`config.mk`:
```
export PLATFORM = sky130hd
export DESIGN_NAME = dbuf_page_reader
export DESIGN_NICKNAME = d
export VERILOG_FILES = /design/src/rtl/dbuf_page_reader.sv
export SDC_FILE = /design/constraint.sdc
export NUM_CORES = 1
export LEC_CHECK = 0
export BUFFER_PORTS_ARGS = -buffer_cell sky130_fd_sc_hd__buf_2
export CAP_MARGIN = 20
export CORE_UTILIZATION = 27
export CTS_BUF_LIST = sky130_fd_sc_hd__clkbuf_16
export CTS_CLUSTER_SIZE = 12
export DETAILED_ROUTE_END_ITERATION = 12
export GPL_ROUTABILITY_DRIVEN = 0
export PLACE_DENSITY = 0.48
export SLEW_MARGIN = 20
export SYNTH_ARGS = -nofsm -noshare
export SYNTH_HDL_FRONTEND = slang
export SYNTH_SLANG_ARGS = --single-unit
export TNS_END_PERCENT = 50
```
`constraint.sdc`:
```
create_clock -name clk -period 6.2 [get_ports clk]
set_input_delay 0.93 -clock clk [delete_from_list [all_inputs] [get_ports clk]]
set_output_delay 0.93 -clock clk [all_outputs]
set_load 0.02 [all_outputs]
```
`src/rtl/dbuf_page_reader.sv`:
```
// Reader engine for the mDOM readout double buffer: fetches one page from the selected DPRAM half,
// streams it out with backpressure and releases the half. Optional counters: DBUF_PAGE_READER_STATS_EN.
module dbuf_page_reader #(
    parameter int P_RD_ADDR_WIDTH = 9,
    parameter int P_RD_DATA_WIDTH = 64,
    parameter int P_RD_LATENCY    = 2
) (
    input  logic                       clk,
    input  logic                       rst,
    input  logic                       buf_rd_busy,
    input  logic [15:0]                buf_len,
    output logic [P_RD_ADDR_WIDTH-1:0] buf_rd_addr,
    input  logic [P_RD_DATA_WIDTH-1:0] buf_rd_dout,
    output logic                       buf_done,
    output logic [P_RD_DATA_WIDTH-1:0] dout,
    output logic                       dout_valid,
    input  logic                       dout_ready,
    output logic                       dout_last,
    output logic [15:0]                pages_read,
    output logic [31:0]                words_read
);

    localparam int AW        = P_RD_ADDR_WIDTH;
    localparam int DW        = P_RD_DATA_WIDTH;
    localparam int LAT       = P_RD_LATENCY;
    localparam int N_W       = AW + 1;
    localparam int MEM_DEPTH = LAT + 1;
    localparam int PTR_W     = $clog2(MEM_DEPTH);
    localparam int MEM_SIZE  = 1 << PTR_W;
    localparam int CNT_W     = 4;

    localparam logic [CNT_W-1:0] CREDIT_LIMIT = CNT_W'(LAT + 2);
    localparam logic [PTR_W-1:0] PTR_LAST     = PTR_W'(MEM_DEPTH - 1);
    localparam logic [31:0]      MAX_LEN      = 32'd1 << AW;

    typedef enum logic [2:0] {
        S_IDLE    = 3'd0,
        S_READ    = 3'd1,
        S_DRAIN   = 3'd2,
        S_DONE    = 3'd3,
        S_RELEASE = 3'd4,
        S_GUARD   = 3'd5
    } state_t;

    state_t state_q, state_d;

    logic [N_W-1:0]   n_q, n_d;
    logic [AW-1:0]    addr_q, addr_d;
    logic [LAT-1:0]   vpipe_q, vpipe_d;
    logic [LAT-1:0]   lpipe_q, lpipe_d;
    logic [DW-1:0]    mem_q [MEM_SIZE];
    logic [DW-1:0]    mem_d [MEM_SIZE];
    logic [MEM_SIZE-1:0] mem_last_q, mem_last_d;
    logic [PTR_W-1:0] wr_ptr_q, wr_ptr_d;
    logic [PTR_W-1:0] rd_ptr_q, rd_ptr_d;
    logic [CNT_W-1:0] mem_cnt_q, mem_cnt_d;
    logic [DW-1:0]    dout_q, dout_d;
    logic             dout_valid_q, dout_valid_d;
    logic             dout_last_q, dout_last_d;
    logic             buf_done_q, buf_done_d;

    logic             pop_s;
    logic             wr_s;
    logic             wr_last_s;
    logic             out_free_s;
    logic             push_s;
    logic             mpop_s;
    logic [CNT_W-1:0] inflight_s;
    logic [CNT_W-1:0] occ_s;
    logic             credit_ok_s;
    logic             issue_s;
    logic             last_issue_s;
    logic             addr_is_last_s;
    logic [31:0]      len_ext_s;
    logic [N_W-1:0]   eff_len_s;

    function automatic logic [PTR_W-1:0] ptr_next(input logic [PTR_W-1:0] p);
        if (p == PTR_LAST) begin
            return {PTR_W{1'b0}};
        end else begin
            return p + PTR_W'(1'b1);
        end
    endfunction

    // Credit accounting: reads in flight plus FIFO words that survive this cycle's pop.
    always_comb begin
        pop_s      = dout_valid_q & dout_ready;
        inflight_s = {CNT_W{1'b0}};
        for (int i = 0; i < LAT; i++) begin
            inflight_s = inflight_s + {{(CNT_W-1){1'b0}}, vpipe_q[i]};
        end
        occ_s       = mem_cnt_q + {{(CNT_W-1){1'b0}}, dout_valid_q} - {{(CNT_W-1){1'b0}}, pop_s};
        credit_ok_s = (inflight_s + occ_s) < CREDIT_LIMIT;
    end

    // Return path: valid/last tag pipe and show-ahead FIFO whose head is the output register.
    always_comb begin
        wr_s       = vpipe_q[LAT-1];
        wr_last_s  = lpipe_q[LAT-1];
        out_free_s = ~dout_valid_q | pop_s;

        vpipe_d[0] = issue_s;
        lpipe_d[0] = last_issue_s;
        for (int i = 1; i < LAT; i++) begin
            vpipe_d[i] = vpipe_q[i-1];
            lpipe_d[i] = lpipe_q[i-1];
        end

        mem_d        = mem_q;
        mem_last_d   = mem_last_q;
        wr_ptr_d     = wr_ptr_q;
        rd_ptr_d     = rd_ptr_q;
        mem_cnt_d    = mem_cnt_q;
        dout_d       = dout_q;
        dout_valid_d = dout_valid_q;
        dout_last_d  = dout_last_q;
        push_s       = 1'b0;
        mpop_s       = 1'b0;

        if (out_free_s) begin
            if (mem_cnt_q != {CNT_W{1'b0}}) begin
                dout_d       = mem_q[rd_ptr_q];
                dout_last_d  = mem_last_q[rd_ptr_q];
                dout_valid_d = 1'b1;
                mpop_s       = 1'b1;
                push_s       = wr_s;
            end else if (wr_s) begin
                // Empty storage: returned word bypasses straight into the output register.
                dout_d       = buf_rd_dout;
                dout_last_d  = wr_last_s;
                dout_valid_d = 1'b1;
            end else begin
                dout_valid_d = 1'b0;
                dout_last_d  = 1'b0;
            end
        end else begin
            push_s = wr_s;
        end

        if (push_s) begin
            mem_d[wr_ptr_q]      = buf_rd_dout;
            mem_last_d[wr_ptr_q] = wr_last_s;
            wr_ptr_d             = ptr_next(wr_ptr_q);
        end else begin
            wr_ptr_d = wr_ptr_q;
        end

        if (mpop_s) begin
            rd_ptr_d = ptr_next(rd_ptr_q);
        end else begin
            rd_ptr_d = rd_ptr_q;
        end

        case ({push_s, mpop_s})
            2'b10:   mem_cnt_d = mem_cnt_q + CNT_W'(1'b1);
            2'b01:   mem_cnt_d = mem_cnt_q - CNT_W'(1'b1);
            default: mem_cnt_d = mem_cnt_q;
        endcase
    end

    // Page FSM: length capture, address issue, drain, release handshake.
    always_comb begin
        len_ext_s      = {16'h0000, buf_len};
        eff_len_s      = (len_ext_s > MAX_LEN) ? N_W'(MAX_LEN) : N_W'(len_ext_s);
        addr_is_last_s = (N_W'(addr_q) + N_W'(1'b1)) == n_q;

        state_d      = state_q;
        n_d          = n_q;
        addr_d       = addr_q;
        issue_s      = 1'b0;
        last_issue_s = 1'b0;

        case (state_q)
            S_IDLE: begin
                addr_d = {AW{1'b0}};
                if (buf_rd_busy) begin
                    n_d = eff_len_s;
                    if (eff_len_s == {N_W{1'b0}}) begin
                        state_d = S_DONE;
                    end else begin
                        state_d = S_READ;
                    end
                end else begin
                    state_d = S_IDLE;
                end
            end
            S_READ: begin
                if (credit_ok_s) begin
                    issue_s = 1'b1;
                    if (addr_is_last_s) begin
                        last_issue_s = 1'b1;
                        state_d      = S_DRAIN;
                    end else begin
                        addr_d = addr_q + AW'(1'b1);
                    end
                end else begin
                    state_d = S_READ;
                end
            end
            S_DRAIN: begin
                if ((inflight_s == {CNT_W{1'b0}}) && pop_s && dout_last_q) begin
                    state_d = S_DONE;
                end else begin
                    state_d = S_DRAIN;
                end
            end
            S_DONE: begin
                state_d = S_RELEASE;
            end
            S_RELEASE: begin
                if (!buf_rd_busy) begin
                    state_d = S_GUARD;
                end else begin
                    state_d = S_RELEASE;
                end
            end
            S_GUARD: begin
                state_d = S_IDLE;
            end
            default: begin
                state_d = S_IDLE;
            end
        endcase

        buf_done_d = (state_d == S_DONE);
    end

    // State and datapath registers; reset flushes the pipe and FIFO mid-page.
    always_ff @(posedge clk) begin
        if (rst) begin
            state_q      <= S_IDLE;
            n_q          <= {N_W{1'b0}};
            addr_q       <= {AW{1'b0}};
            vpipe_q      <= {LAT{1'b0}};
            lpipe_q      <= {LAT{1'b0}};
            for (int i = 0; i < MEM_SIZE; i++) begin
                mem_q[i] <= {DW{1'b0}};
            end
            mem_last_q   <= {MEM_SIZE{1'b0}};
            wr_ptr_q     <= {PTR_W{1'b0}};
            rd_ptr_q     <= {PTR_W{1'b0}};
            mem_cnt_q    <= {CNT_W{1'b0}};
            dout_q       <= {DW{1'b0}};
            dout_valid_q <= 1'b0;
            dout_last_q  <= 1'b0;
            buf_done_q   <= 1'b0;
        end else begin
            state_q      <= state_d;
            n_q          <= n_d;
            addr_q       <= addr_d;
            vpipe_q      <= vpipe_d;
            lpipe_q      <= lpipe_d;
            mem_q        <= mem_d;
            mem_last_q   <= mem_last_d;
            wr_ptr_q     <= wr_ptr_d;
            rd_ptr_q     <= rd_ptr_d;
            mem_cnt_q    <= mem_cnt_d;
            dout_q       <= dout_d;
            dout_valid_q <= dout_valid_d;
            dout_last_q  <= dout_last_d;
            buf_done_q   <= buf_done_d;
        end
    end

    assign buf_rd_addr = addr_q;
    assign buf_done    = buf_done_q;
    assign dout        = dout_q;
    assign dout_valid  = dout_valid_q;
    assign dout_last   = dout_last_q;

`ifdef DBUF_PAGE_READER_STATS_EN
    logic [15:0] pages_q, pages_d;
    logic [31:0] words_q, words_d;

    // Page counter wraps; word counter saturates.
    always_comb begin
        if (buf_done_q) begin
            pages_d = pages_q + 16'd1;
        end else begin
            pages_d = pages_q;
        end
        if (pop_s && (words_q != 32'hFFFF_FFFF)) begin
            words_d = words_q + 32'd1;
        end else begin
            words_d = words_q;
        end
    end

    // Statistics registers.
    always_ff @(posedge clk) begin
        if (rst) begin
            pages_q <= 16'd0;
            words_q <= 32'd0;
        end else begin
            pages_q <= pages_d;
            words_q <= words_d;
        end
    end

    assign pages_read = pages_q;
    assign words_read = words_q;
`else
    assign pages_read = 16'd0;
    assign words_read = 32'd0;
`endif

endmodule

```
After elaboration in Yosys (flattened, before gate mapping)
Cells that the tools add are included.

cells by class
  $add $sub $neg = 10
  magnitude comparators = 8
  equality and inequality tests = 12
  mux-type cells = 37
  bitwise logic cells = 7
  reductions and logical operators = 16

operator list
  operator              number
  $mux 64               5
  $bwmux 256            1
  $bmux 64 s2           1
  $demux 64 s2          1
  $mux 9                2
  $pmux 9 s2            1
  $gt 16x10->1 const B  1
  $pmux 3 s5            1
  $mux 1                14
  $add 9x1->10 const B  1
  $eq 10x10->1          1
  $logic_not 10->1      1
  $mux 10               1
  $add 9x1->9 const B   1
  $eq 3x2->1 const B    3
  $mux 3                3
  $pmux 4 s2            1
  $eq 2x2->1 const B    3
  $ge 3x3->1 const B    2
  $lt 2x3->1 const B    2
  $mux 2                3
  $not 2->3             2
  $reduce_bool 2->1     3
  $add 2x1->2 const B   2
  other kinds (27)      34

storage, ports and cells
  register bits after elaboration = 361
  input port bits = 84
  output and inout port bits = 124
  logic and storage cells = 109

Logic depth before layout (Yosys ltp)
Gate-level depths: netlist of run 1.

  word-level depth = 7
  gate-level depth with buffers = 14
  depth with buffers taken out = 13

Worst setup path after synthesis of run 1
No wires, ideal clock.

  path kind = input-to-reg
  from = input dout_ready
  to = register addr_q[7], in the netlist buf_rd_addr[7]
  library setup time = 0.120 ns
  arrival time = 3.116 ns
  required time = 6.080 ns
  slack = 2.964 ns
  stages on the path = 13
  buffers on the path = 1
  path through = and2_1 ha_1 inv_1 ha_1 a21o_1 a21oi_1 mux2i_1 or2_2 inv_1 o21a_4 buf_6 and3_4 a211o_1

between the ends
  cells in the longest elaborated chain, start to end = 6

ends and longest elaborated chain
  item                        RTL line  text
  start: declaration          17        input logic dout_ready,
  $and 1x1->1                 87        pop_s = dout_valid_q & dout_ready;
  $sub 4x1->4                 92        occ_s = mem_cnt_q + {{(CNT_W-1){1'b0}}, dout_valid_q} - {{(CNT_W-1){1'b0}}, pop_s};
  $add 2x4->4                 93        credit_ok_s = (inflight_s + occ_s) < CREDIT_LIMIT;
  $lt 4x3->1                  93
  $ne 2x2->1 (no line)        --
  $reduce_and 3->1 (no line)  --
  end signal: assignment      233       addr_q <= {AW{1'b0}};
  end signal: assignment      250       addr_q <= addr_d;
  end: declaration            48        logic [AW-1:0] addr_q, addr_d;

No other way between the ends.
A chain may end at the register's enable or synchronous reset.

Worst setup path in the final report of run 1
  from = register mem_cnt_q[2]
  to = register mem_cnt_q[3]

between the ends
  cells in the longest elaborated chain, start to end = 5
  elaborated cells on any way between the ends = 11
  those cells by class = 2 x add/sub; 2 x eq/ne; 5 x mux; 2 x reduce/logical

ends and longest elaborated chain
  item                                             RTL line  text
  start: declaration                               56        logic [CNT_W-1:0] mem_cnt_q, mem_cnt_d;
  start signal: assignment                         242       mem_cnt_q <= {CNT_W{1'b0}};
  start signal: assignment                         257       mem_cnt_q <= mem_cnt_d;
  $reduce_bool 4->1                                121       if (mem_cnt_q != {CNT_W{1'b0}}) begin
  $mux 1                                           121
  $mux 1                                           120       if (out_free_s) begin
  $eq 2x1->1 or $eq 2x2->1 (tied branches)         154       case ({push_s, mpop_s})
  $pmux 4 s2 or $reduce_bool 2->1 (tied branches)  --

Several ways; a longest one is shown, not always the timed one.

==> results of run 1 <==
==> final cells by class <==
| type | count | area [µm²] | share of cell area, % |
|---|---|---|---|
| antenna | 1 | 2.50 | 0.0139 |
| sequential | 361 | 7230 | 40.3 |
| timing repair buffer | 170 | 901 | 5.02 |
| tap | 756 | 946 | 5.27 |
| clock buffer | 44 | 1100 | 6.13 |
| multi-input combinational | 1347 | 7550 | 42.0 |
| inverter | 17 | 63.8 | 0.355 |
| clock inverter | 30 | 163 | 0.906 |
==> stage by stage <==
stage                     std cells  worst slack (ns)  power (µW)
after floorplan                1922              2.96        4600
after global placement         2651              2.73        5400
after detailed placement       2651              2.71        5430
after CTS                      2725              2.70        7770
after global routing           2726              2.43        8130
final                          2726              2.77        7640
==> worst max-delay path: stages (launching register included) <==
cell     delay (ns)
dfxtp_1        0.32
inv_1          0.08
ha_1           0.22
and3_4         0.78
a21oi_1        0.33
inv_1          0.27
ha_1           0.24
ha_1           0.24
a21o_1         0.18
a21oi_1        0.17
xnor2_1        0.09
or3_1          0.30
a21oi_1        0.14
==> layer usage <==
| layer | vias to the layer above | wire length [µm] | global-route usage [%] |
|---|---|---|---|
| li1 | 6362 | - | - |
| met1 | 6333 | 21200 | 20.7 |
| met2 | 308 | 22500 | 26.5 |
| met3 | 71 | 2120 | 2.94 |
| met4 | 2 | 815 | 4.10 |
| met5 | - | 9 | 0 |
==> worst paths after layout <==
kind,from,cells after the start,slack [ns],end
min reg2reg,mem_q[175],2,0.45,mem_q[175]
min,mem_q[175],2,0.45,mem_q[175]
max reg2reg,mem_cnt_q[2],12,2.77,mem_cnt_q[3]
max,mem_cnt_q[2],12,2.77,mem_cnt_q[3]
==> Yosys cell counts (4+ instances only) <==
cell type | count | area [µm²]
ha_1 | 12 | 150
inv_1 | 17 | 63.8
xor2_1 | 8 | 70.1
nor2b_1 | 7 | 43.8
nor3b_1 | 5 | 37.5
a22oi_1 | 9 | 67.6
buf_1 | 23 | 86.3
buf_4 | 49 | 368
dfxtp_1 | 361 | 7230
or3_1 | 4 | 25.0
nor3_1 | 9 | 45.0
nand2_1 | 663 | 2490
nor2_1 | 103 | 387
xnor2_1 | 8 | 70.1
a311oi_1 | 65 | 569
and3_1 | 7 | 43.8
nand3_1 | 8 | 40.0
o21ai_0 | 6 | 30.0
buf_2 | 7 | 35.0
a21oi_1 | 278 | 1390
clkbuf_1 | 116 | 435
mux4_2 | 65 | 1460
==> registers in the layout, summed over array words and instances (netlist names) <==
register,flops
lpipe_q,2
dout_valid,1
mem_last_q,4
buf_done,1
n_q,10
dout_last,1
mem_q,256
dout,64
buf_rd_addr,9
rd_ptr_q,2
mem_cnt_q,4
vpipe_q,2
state_q,3
wr_ptr_q,2
==> cells by family after synthesis <==
kind of cell / synth area share (%)
fa+ha+maj: 1.09
mux: 9.56
other cells: 0.0241
simple gates: 21.0
compound gates: 14.5
flops: 46.5
buf+inv: 6.51
xor+xnor: 0.902
==> where the power goes <==
group | leakage [µW] | internal, µW | switching (µW)
Clock | 0.000674 | 1320 | 996
Combinational | 0.00275 | 790 | 1720
Sequential | 0.00292 | 2590 | 229
Total | 0.00635 | 4690 | 2950
==> summary.md, run 1 <==
| Metric | Value |
|---|---|
| Sequential share of the synthesized area | `46.5%` |
| Max Clk Rate | `0.291 GHz` |
| Setup bufs post-CTS | `0` |
| Initial antenna violation count | `2` |
| Fin. max-slew vios | `0` |
| Slew HR | `29.6%` |
| Top_reg_cell synth | `dfxtp_1` |
| Most common cell after layout, fill and taps aside | `nand2_1` |
| Synth Register Bits | `361` |
| Ys Warns | `0` |
| Fin Clk Skew | `0.0236 ns` |
| Vias in the first global route | `12701` |
| Reg clk slew, reported paths | `0.06 ns` |
| CP Class | `reg -> reg` |
| Fillers | `5952` |
| Final hold violation count | `0` |
| Post-synth EDFFs | `0` |
| Final setup viols | `0` |
| Clock sinks | `361` |
| H-Tree Depth | `2` |
| Hold Path Class | `reg -> reg` |
| Cell variety after synth | `58` |
| Final hold slack | `0.450 ns` |
| Root Buffer | `clkbuf_16` |
| DRT Pass-1 Iters | `5` |
| Hold-fix buffers, CTS | `0` |
| Post-CTS sizing | `0` |
| Row count | `87` |
| Crit path time final | `3.43 ns` |
| RSZ-0062 raised after global routing | `false` |
| Synthesized instance count | `1875` |
| Die Area | `0.0585 mm²` |
| Core area | `0.0566 mm²` |
| Total CTS buffers | `43` |
| Area post-placement | `0.0167 mm²` |
| Fraction of registers with async set/reset | `0%` |
| Initial Util | `27.5%` |
| I/O pin cnt | `208` |
| Arrival @ worst endpoint | `3.91 ns` |
| Status | `finished clean` |
| Worst Setup End Kind | `register` |
| GRT overflow | `0` |
| # port buffers | `159` |
| Mapped cell area | `0.0155 mm²` |
| Tcrit/Tclk final | `55.4%` |
| Power per cell area | `425 mW/mm²` |
| Residual DRC count | `0` |
| Vias | `13076` |
| 1st-iter DRT viols | `896` |
| Finished Core Util | `31.7%` |
| Via/cell ratio | `4.80` |
| Final instance area | `0.0180 mm²` |
| CTS tree | `yes` |
| GR Util All Layers | `15.8%` |
| Die H | `242 µm` |
| First-pass GRT wire length | `73800 µm` |
| Final wirelength | `46700 µm` |
| Worst EP required | `6.68 ns` |
| Die width | `242 µm` |
| Detail Placement HPWL | `26500 µm` |
| Latest clock arrival within the worst-skew pair | `0.58 ns` |
| Maximum fanout along the worst path | `66` |
| Setup TNS | `0 ns` |
| Max Cap Viol | `0` |
| Ratio of cells with drive above 1 in the final layout | `15.8%` |
| Synthesis-to-layout area growth | `15.6%` |
| Maximum vdd drop | `0.352 mV` |
| Maximum root-to-sink buffer count | `3` |
| Startpoint type of the worst setup path | `register` |
| Most frequent cells in the layout | `nand2_1, dfxtp_1, a21oi_1` |
| Largest net degree at the start of global routing | `132` |
| Final nets | `2037` |
| Leakage | `0.00635 µW` |
| Syn Area/Cell | `8.29 µm²` |
| Wire per inst | `17.1 µm` |
| ANT nets after route | `0` |
| Worst-Margin Slew | `1.06 ns` |
Note: power is estimated with default switching activity, not from simulation.
==> inputs of run 2 (changes only) <==
- clock period: 6.2 -> 3.4 ns (I/O delays scaled with it)
==> run 2 against run 1 <==
Clock skew decreased by 0.0013 ns. First-iteration DRC count fell by 4.7%. Register-to-register slack got worse by 2.2 ns. Clock power grew 91%. Fmax increased by 21%. Largest cell class unchanged. Largest power group unchanged. Setup slack worse by 2.2 ns.
==> summary.md, run 2 (same netlist as run 1, synthesis figures left out) <==
| Metric | Value |
|---|---|
| Worst Hold Path Cells | `3` |
| Setup bufs post-CTS | `0` |
| Row count | `87` |
| Final setup viols | `0` |
| Leakage | `0.00646 µW` |
| Register area | `0.00723 mm²` |
| Via/cell ratio | `4.79` |
| Final instance area | `0.0182 mm²` |
| Startpoint type of the worst setup path | `register` |
| Hold-fix buffers, CTS | `0` |
| Vias | `13127` |
| Initial Util | `27.5%` |
| H-Tree Depth | `2` |
| Residual DRC count | `0` |
| Wire per inst | `17.3 µm` |
| ANT cells | `0` |
| Slew HR | `25.1%` |
| Crit path time final | `2.84 ns` |
| Post-CTS sizing | `0` |
| Fillers | `5920` |
| Finished Core Util | `32.2%` |
| Final nets | `2051` |
| GRT overflow | `0` |
| Most common cell after layout, fill and taps aside | `nand2_1` |
| Max FFs per register | `256` |
| GR Util All Layers | `15.7%` |
| Maximum root-to-sink buffer count | `3` |
| Final wirelength | `47300 µm` |
| Maximum vdd drop | `0.648 mV` |
| Ratio of cells with drive above 1 in the final layout | `16.7%` |
| Max Clk Rate | `0.352 GHz` |
| Hold wc startpoint | `buf_len[4]` |
| # placed instances | `2664` |
| Setup TNS | `0 ns` |
| CP Class | `reg -> reg` |
| RR Startpoint | `mem_cnt_q[0]` |
| Final worst slack | `0.555 ns` |
| Reg clk slew, reported paths | `0.06 ns` |
| Vias in the first global route | `12429` |
| Tcrit/Tclk final | `83.7%` |
| Hold Path Class | `in -> reg` |
| Status | `finished clean` |
| Maximum fanout along the worst path | `13` |
| Detail Placement HPWL | `26700 µm` |
| Largest net degree at the start of global routing | `225` |
| Clock sinks | `361` |
| 1st-iter DRT viols | `854` |
| Root Buffer | `clkbuf_16` |
| R2R Setup Slk | `0.56 ns` |
| Die width | `242 µm` |
| Core area | `0.0566 mm²` |
| Multi-input gate area | `0.00755 mm²` |
| Synthesis-to-layout area growth | `17.3%` |
| RSZ-0062 raised after global routing | `false` |
| Place WS | `0.297 ns` |
| Worst Setup End Kind | `register` |
| Final hold violation count | `0` |
| First-pass GRT wire length | `73100 µm` |
| CTS tree | `yes` |
| R2r worst-path depth | `12` |
| Worst-Margin Slew | `1.12 ns` |
| I/O pin cnt | `208` |
| Area post-placement | `0.0169 mm²` |
| Fin Clk Skew | `0.0223 ns` |
| Arrival @ worst endpoint | `3.30 ns` |
| Worst EP required | `3.86 ns` |
| ANT nets after route | `0` |
| Die H | `242 µm` |
| Total CTS buffers | `43` |
| Die Area | `0.0585 mm²` |
| Power per cell area | `783 mW/mm²` |
| DRT Pass-1 Iters | `5` |
| Latest clock arrival within the worst-skew pair | `0.58 ns` |
| Largest register by flop count | `mem_q` |
| Most frequent cells in the layout | `nand2_1, dfxtp_1, a21oi_1` |
| Initial antenna violation count | `1` |
| Hold endpoint | `n_q[4]` |
| Fin. max-slew vios | `0` |
| Post-route insts no fill | `2741` |
| Reg2Reg Capture Point | `buf_rd_addr[3]` |
| # port buffers | `159` |
| Max Cap Viol | `0` |
run 2: cell types whose count changed in the layout (fill, tap and decap cells not counted):
cell	delta
clkinv_1	+2
bufinv_16	+2
buf_4	+7
clkinvlp_4	+1
clkinv_2	+3
buf_12	+6
buf_16	+1
inv_1	-6
diode_2	-1
run 2: area by class of cell:
cell class	count	share of cell area, %
Sequential cell	361	39.7
Timing Repair Buffer	184	6.04
Tap cell	756	5.19
Multi-Input combinational cell	1347	41.4
Clock buffer	44	6.04
Inverter	17	0.350
Clock inverter	32	1.26
run 2: per-layer routing:
| metal | wire length, µm | up-vias | track usage (%) |
|---|---|---|---|
| met2 | 23100 | 267 | 26.7 |
| met5 | 9 | - | 0 |
| met4 | 841 | 2 | 3.93 |
| met1 | 21400 | 6397 | 20.7 |
| li1 | - | 6396 | - |
| met3 | 1920 | 65 | 2.60 |
run 2: worst max path at each step:
stage / cells after the start / slack (ns) / endpoint / startpoint
floorplan: 13 / 0.58 / buf_rd_addr[7] / dout_ready
finish: 12 / 0.56 / buf_rd_addr[3] / mem_cnt_q[0]
global placement: 13 / 0.31 / buf_rd_addr[3] / dout_ready
detailed placement: 13 / 0.30 / buf_rd_addr[3] / dout_ready
CTS: 12 / 0.55 / buf_rd_addr[3] / mem_cnt_q[0]
global route: 12 / 0.35 / buf_rd_addr[3] / mem_cnt_q[0]
run 2: critical path, cell delays in order (launching register included):
cell     delay [ns]
dfxtp_1        0.36
inv_1          0.14
ha_1           0.31
inv_1          0.04
ha_1           0.28
a21o_1         0.19
a21oi_1        0.18
mux2i_1        0.36
or2_2          0.20
inv_1          0.06
o21a_4         0.15
and3_2         0.21
a211o_1        0.25
run 2: stage by stage:
step	power (µW)	hold slack, ns
CTS	14600	0.172
global placement	10000	0.438
finish	14300	0.201
detailed placement	10100	0.443
global route	15200	0.196
floorplan	8400	0.414
run 2: power breakdown:
part / internal, µW / switching (µW) / leakage, µW
Combinational: 1540 / 3220 / 0.00285
Clock: 2560 / 1860 / 0.000686
Sequential: 4710 / 382 / 0.00292
==> inputs of run 3 (changes only) <==
- ABC_AREA: not set -> 1
- clock period: 3.4 -> 2.8 ns (I/O delays scaled with it)
==> run 3 against run 2 <==
Wire length is 1.1% higher. Area after synthesis is 0.75% higher. Clock skew is 0.00056 ns higher. Register-to-register slack worse by 0.16 ns.
==> summary.md, run 3 <==
| Metric | Value |
|---|---|
| Maximum root-to-sink buffer count | `3` |
| Worst-Margin Slew | `0.947 ns` |
| Hold wc startpoint | `buf_len[1]` |
| Synth area leaders | `dfxtp_1, a21oi_1, o21ai_0` |
| Synthesized instance count | `2107` |
| Final nets | `2281` |
| Power per cell area | `961 mW/mm²` |
| Die H | `243 µm` |
| Cell variety after synth | `36` |
| Final worst slack | `0.396 ns` |
| CP max stage delay | `0.37 ns` |
| Status | `finished clean` |
| CTS tree | `yes` |
| Combinational power share | `34.5%` |
| GRT overflow | `0` |
| Fin Clk Skew | `0.0229 ns` |
| Leakage | `0.00674 µW` |
| Syn Area/Cell | `7.43 µm²` |
| CP startpoint | `dout_valid` |
| I/O pin cnt | `208` |
| Final setup viols | `0` |
| H-Tree Depth | `2` |
| Worst EP required | `3.23 ns` |
| Sw Pwr | `7010 µW` |
| Initial Util | `27.6%` |
| ANT cells | `0` |
| Crit path time final | `2.40 ns` |
| Top_reg_cell synth | `dfxtp_1` |
| Most frequent cells in the layout | `a21oi_1, o21ai_0, dfxtp_1` |
| Setup TNS | `0 ns` |
| Residual DRC count | `0` |
| Fraction of registers with async set/reset | `0%` |
| Arrival @ worst endpoint | `2.84 ns` |
| Post-synth EDFFs | `0` |
| GR Util All Layers | `15.9%` |
| Vias in the first global route | `13574` |
| DRT Pass-1 Iters | `5` |
| Place WS | `0.259 ns` |
| Yosys top cell by area | `dfxtp_1` |
| Startpoint type of the worst setup path | `register` |
| Reg clk slew, reported paths | `0.06 ns` |
| Top-area cell type share of the netlist area | `46.2%` |
| Tcrit/Tclk final | `85.9%` |
| Most common cell after layout, fill and taps aside | `a21oi_1` |
| Sequential share of the synthesized area | `46.2%` |
| Slowest cell on the critical path | `dfxtp_1` |
| Wire per inst | `16.1 µm` |
| Setup bufs post-CTS | `0` |
| Largest register by flop count | `mem_q` |
| Latest clock arrival within the worst-skew pair | `0.56 ns` |
| Vias | `14205` |
| RR Startpoint | `dout_valid` |
| Max Clk Rate | `0.416 GHz` |
| Worst Setup End Kind | `register` |
| Ratio of cells with drive above 1 in the final layout | `12.6%` |
| Final hold violation count | `0` |
| Overall power | `17700 µW` |
| Post-CTS sizing | `0` |
| Core area | `0.0568 mm²` |
| Synthesis-to-layout area growth | `17.3%` |
| Post-synth top cells | `a21oi_1, o21ai_0, dfxtp_1` |
| Final wirelength | `47800 µm` |
| Net Sw Frac | `39.7%` |
| Die Area | `0.0590 mm²` |
| Total CTS buffers | `42` |
| Fin. max-slew vios | `0` |
| Fillers | `5994` |
| Die width | `243 µm` |
| Max FFs per register | `256` |
| Ys Warns | `0` |
| Root Buffer | `clkbuf_16` |
| Largest net degree at the start of global routing | `105` |
| Initial antenna violation count | `6` |
| Sequential share of power | `35.8%` |
| Count leader, synth | `a21oi_1` |
| Via/cell ratio | `4.78` |
| P_int | `10600 µW` |
| Critical path cell sequence | `inv_1 > nor2_1 > inv_1 > nand2_1 > nand2_1 > ha_1 > ha_1 > nand2_1 > nor2_1 > a211oi_1 > nor2_1 > nor2_1 > nand2_1 > o21ai_0 > a21oi_1` |
| Clock sinks | `361` |
| CP Class | `reg -> reg` |
| # port buffers | `159` |
| 1st-iter DRT viols | `736` |
| Hold-fix buffers, CTS | `0` |
| ANT nets after route | `0` |
| Slew HR | `36.9%` |
| Mapped cell area | `0.0157 mm²` |
| Clock share of power | `29.8%` |
| Maximum fanout along the worst path | `4` |
| Detail Placement HPWL | `28300 µm` |
| Row count | `87` |
| Hold Path Class | `in -> reg` |
| Synth Register Bits | `361` |
| Maximum vdd drop | `0.609 mV` |
| RSZ-0062 raised after global routing | `false` |
| Max Cap Viol | `0` |
| First-pass GRT wire length | `75800 µm` |
## run 3: worst paths after layout
check	end	slack, ns	cells after the start
worst max-delay path	mem_cnt_q[3]	0.40	15
worst min-delay path	n_q[1]	0.13	3
worst max register to register	mem_cnt_q[3]	0.40	15
worst min register to register	lpipe_q[1]	0.40	2
## run 3: logic make-up (layout without fill, tap and decap cells)
family | after synthesis | in the layout | synth area share (%)
XOR/XNOR | 4 | 4 | 0.224
AO/OA/AOI/OAI | 1024 | 1024 | 33.5
adder cells (fa/ha/maj) | 13 | 13 | 1.09
AND/OR/NAND/NOR | 182 | 182 | 5.25
buffers and inverters | 522 | 584 | 13.8
flip-flops | 361 | 361 | 46.2
other | 1 | 48 | 0.0240
## run 3: layout make-up
cell class              instances  area (µm²)  share of cell area, %
flip-flops and latches        361        7230                   39.4
multi-input cells            1271        6510                   35.4
repair buffers                193        1200                   6.54
inverters                     315        1190                   6.47
clock buffers                  43        1080                   5.86
well taps                     756         946                   5.15
clock inverters                33         215                   1.17
## run 3: metrics by stage
step           instances  hold WS [ns]  utilization [%]  instance area [µm²]
3_5_place_dp        2896         0.397             30.1                17100
4_1_cts             2972         0.100             32.3                18400
6_report            2972         0.128             32.3                18400
5_1_grt             2972         0.104             32.3                18400
2_1_floorplan       2154         0.388                -                15800
3_3_place_gp        2896         0.398             30.1                17100
## run 3: power by group through the flow
| stage | Sequential, µW | Clock, µW | Combinational (µW) |
|---|---|---|---|
| floorplan | 6830 | 0 | 3260 |
| detailed placement | 6440 | 0 | 6160 |
| CTS | 6340 | 5410 | 6190 |
| finish | 6310 | 5250 | 6090 |
| global route | 6410 | 5610 | 6730 |
| global placement | 6420 | 0 | 6120 |
## run 3: per-layer routing
layer  part of all wire (%)  wire, µm  GRT usage, %  up-vias
met5                   0.11        55             0        -
met4                    1.9       886          3.88       10
met3                    4.8      2290          3.53       70
met2                     47     22300          26.7      263
met1                     47     22300          20.6     6694
li1                       -         -             -     7168
## run 3: critical path, delay by kind of cell (launching register included)
family / cells / cell delay, ns
adder cells (fa/ha/maj): 2 / 0.58
flip-flops: 1 / 0.37
AO/OA/AOI/OAI: 3 / 0.42
buffers and inverters: 2 / 0.21
AND/OR/NAND/NOR: 8 / 0.71
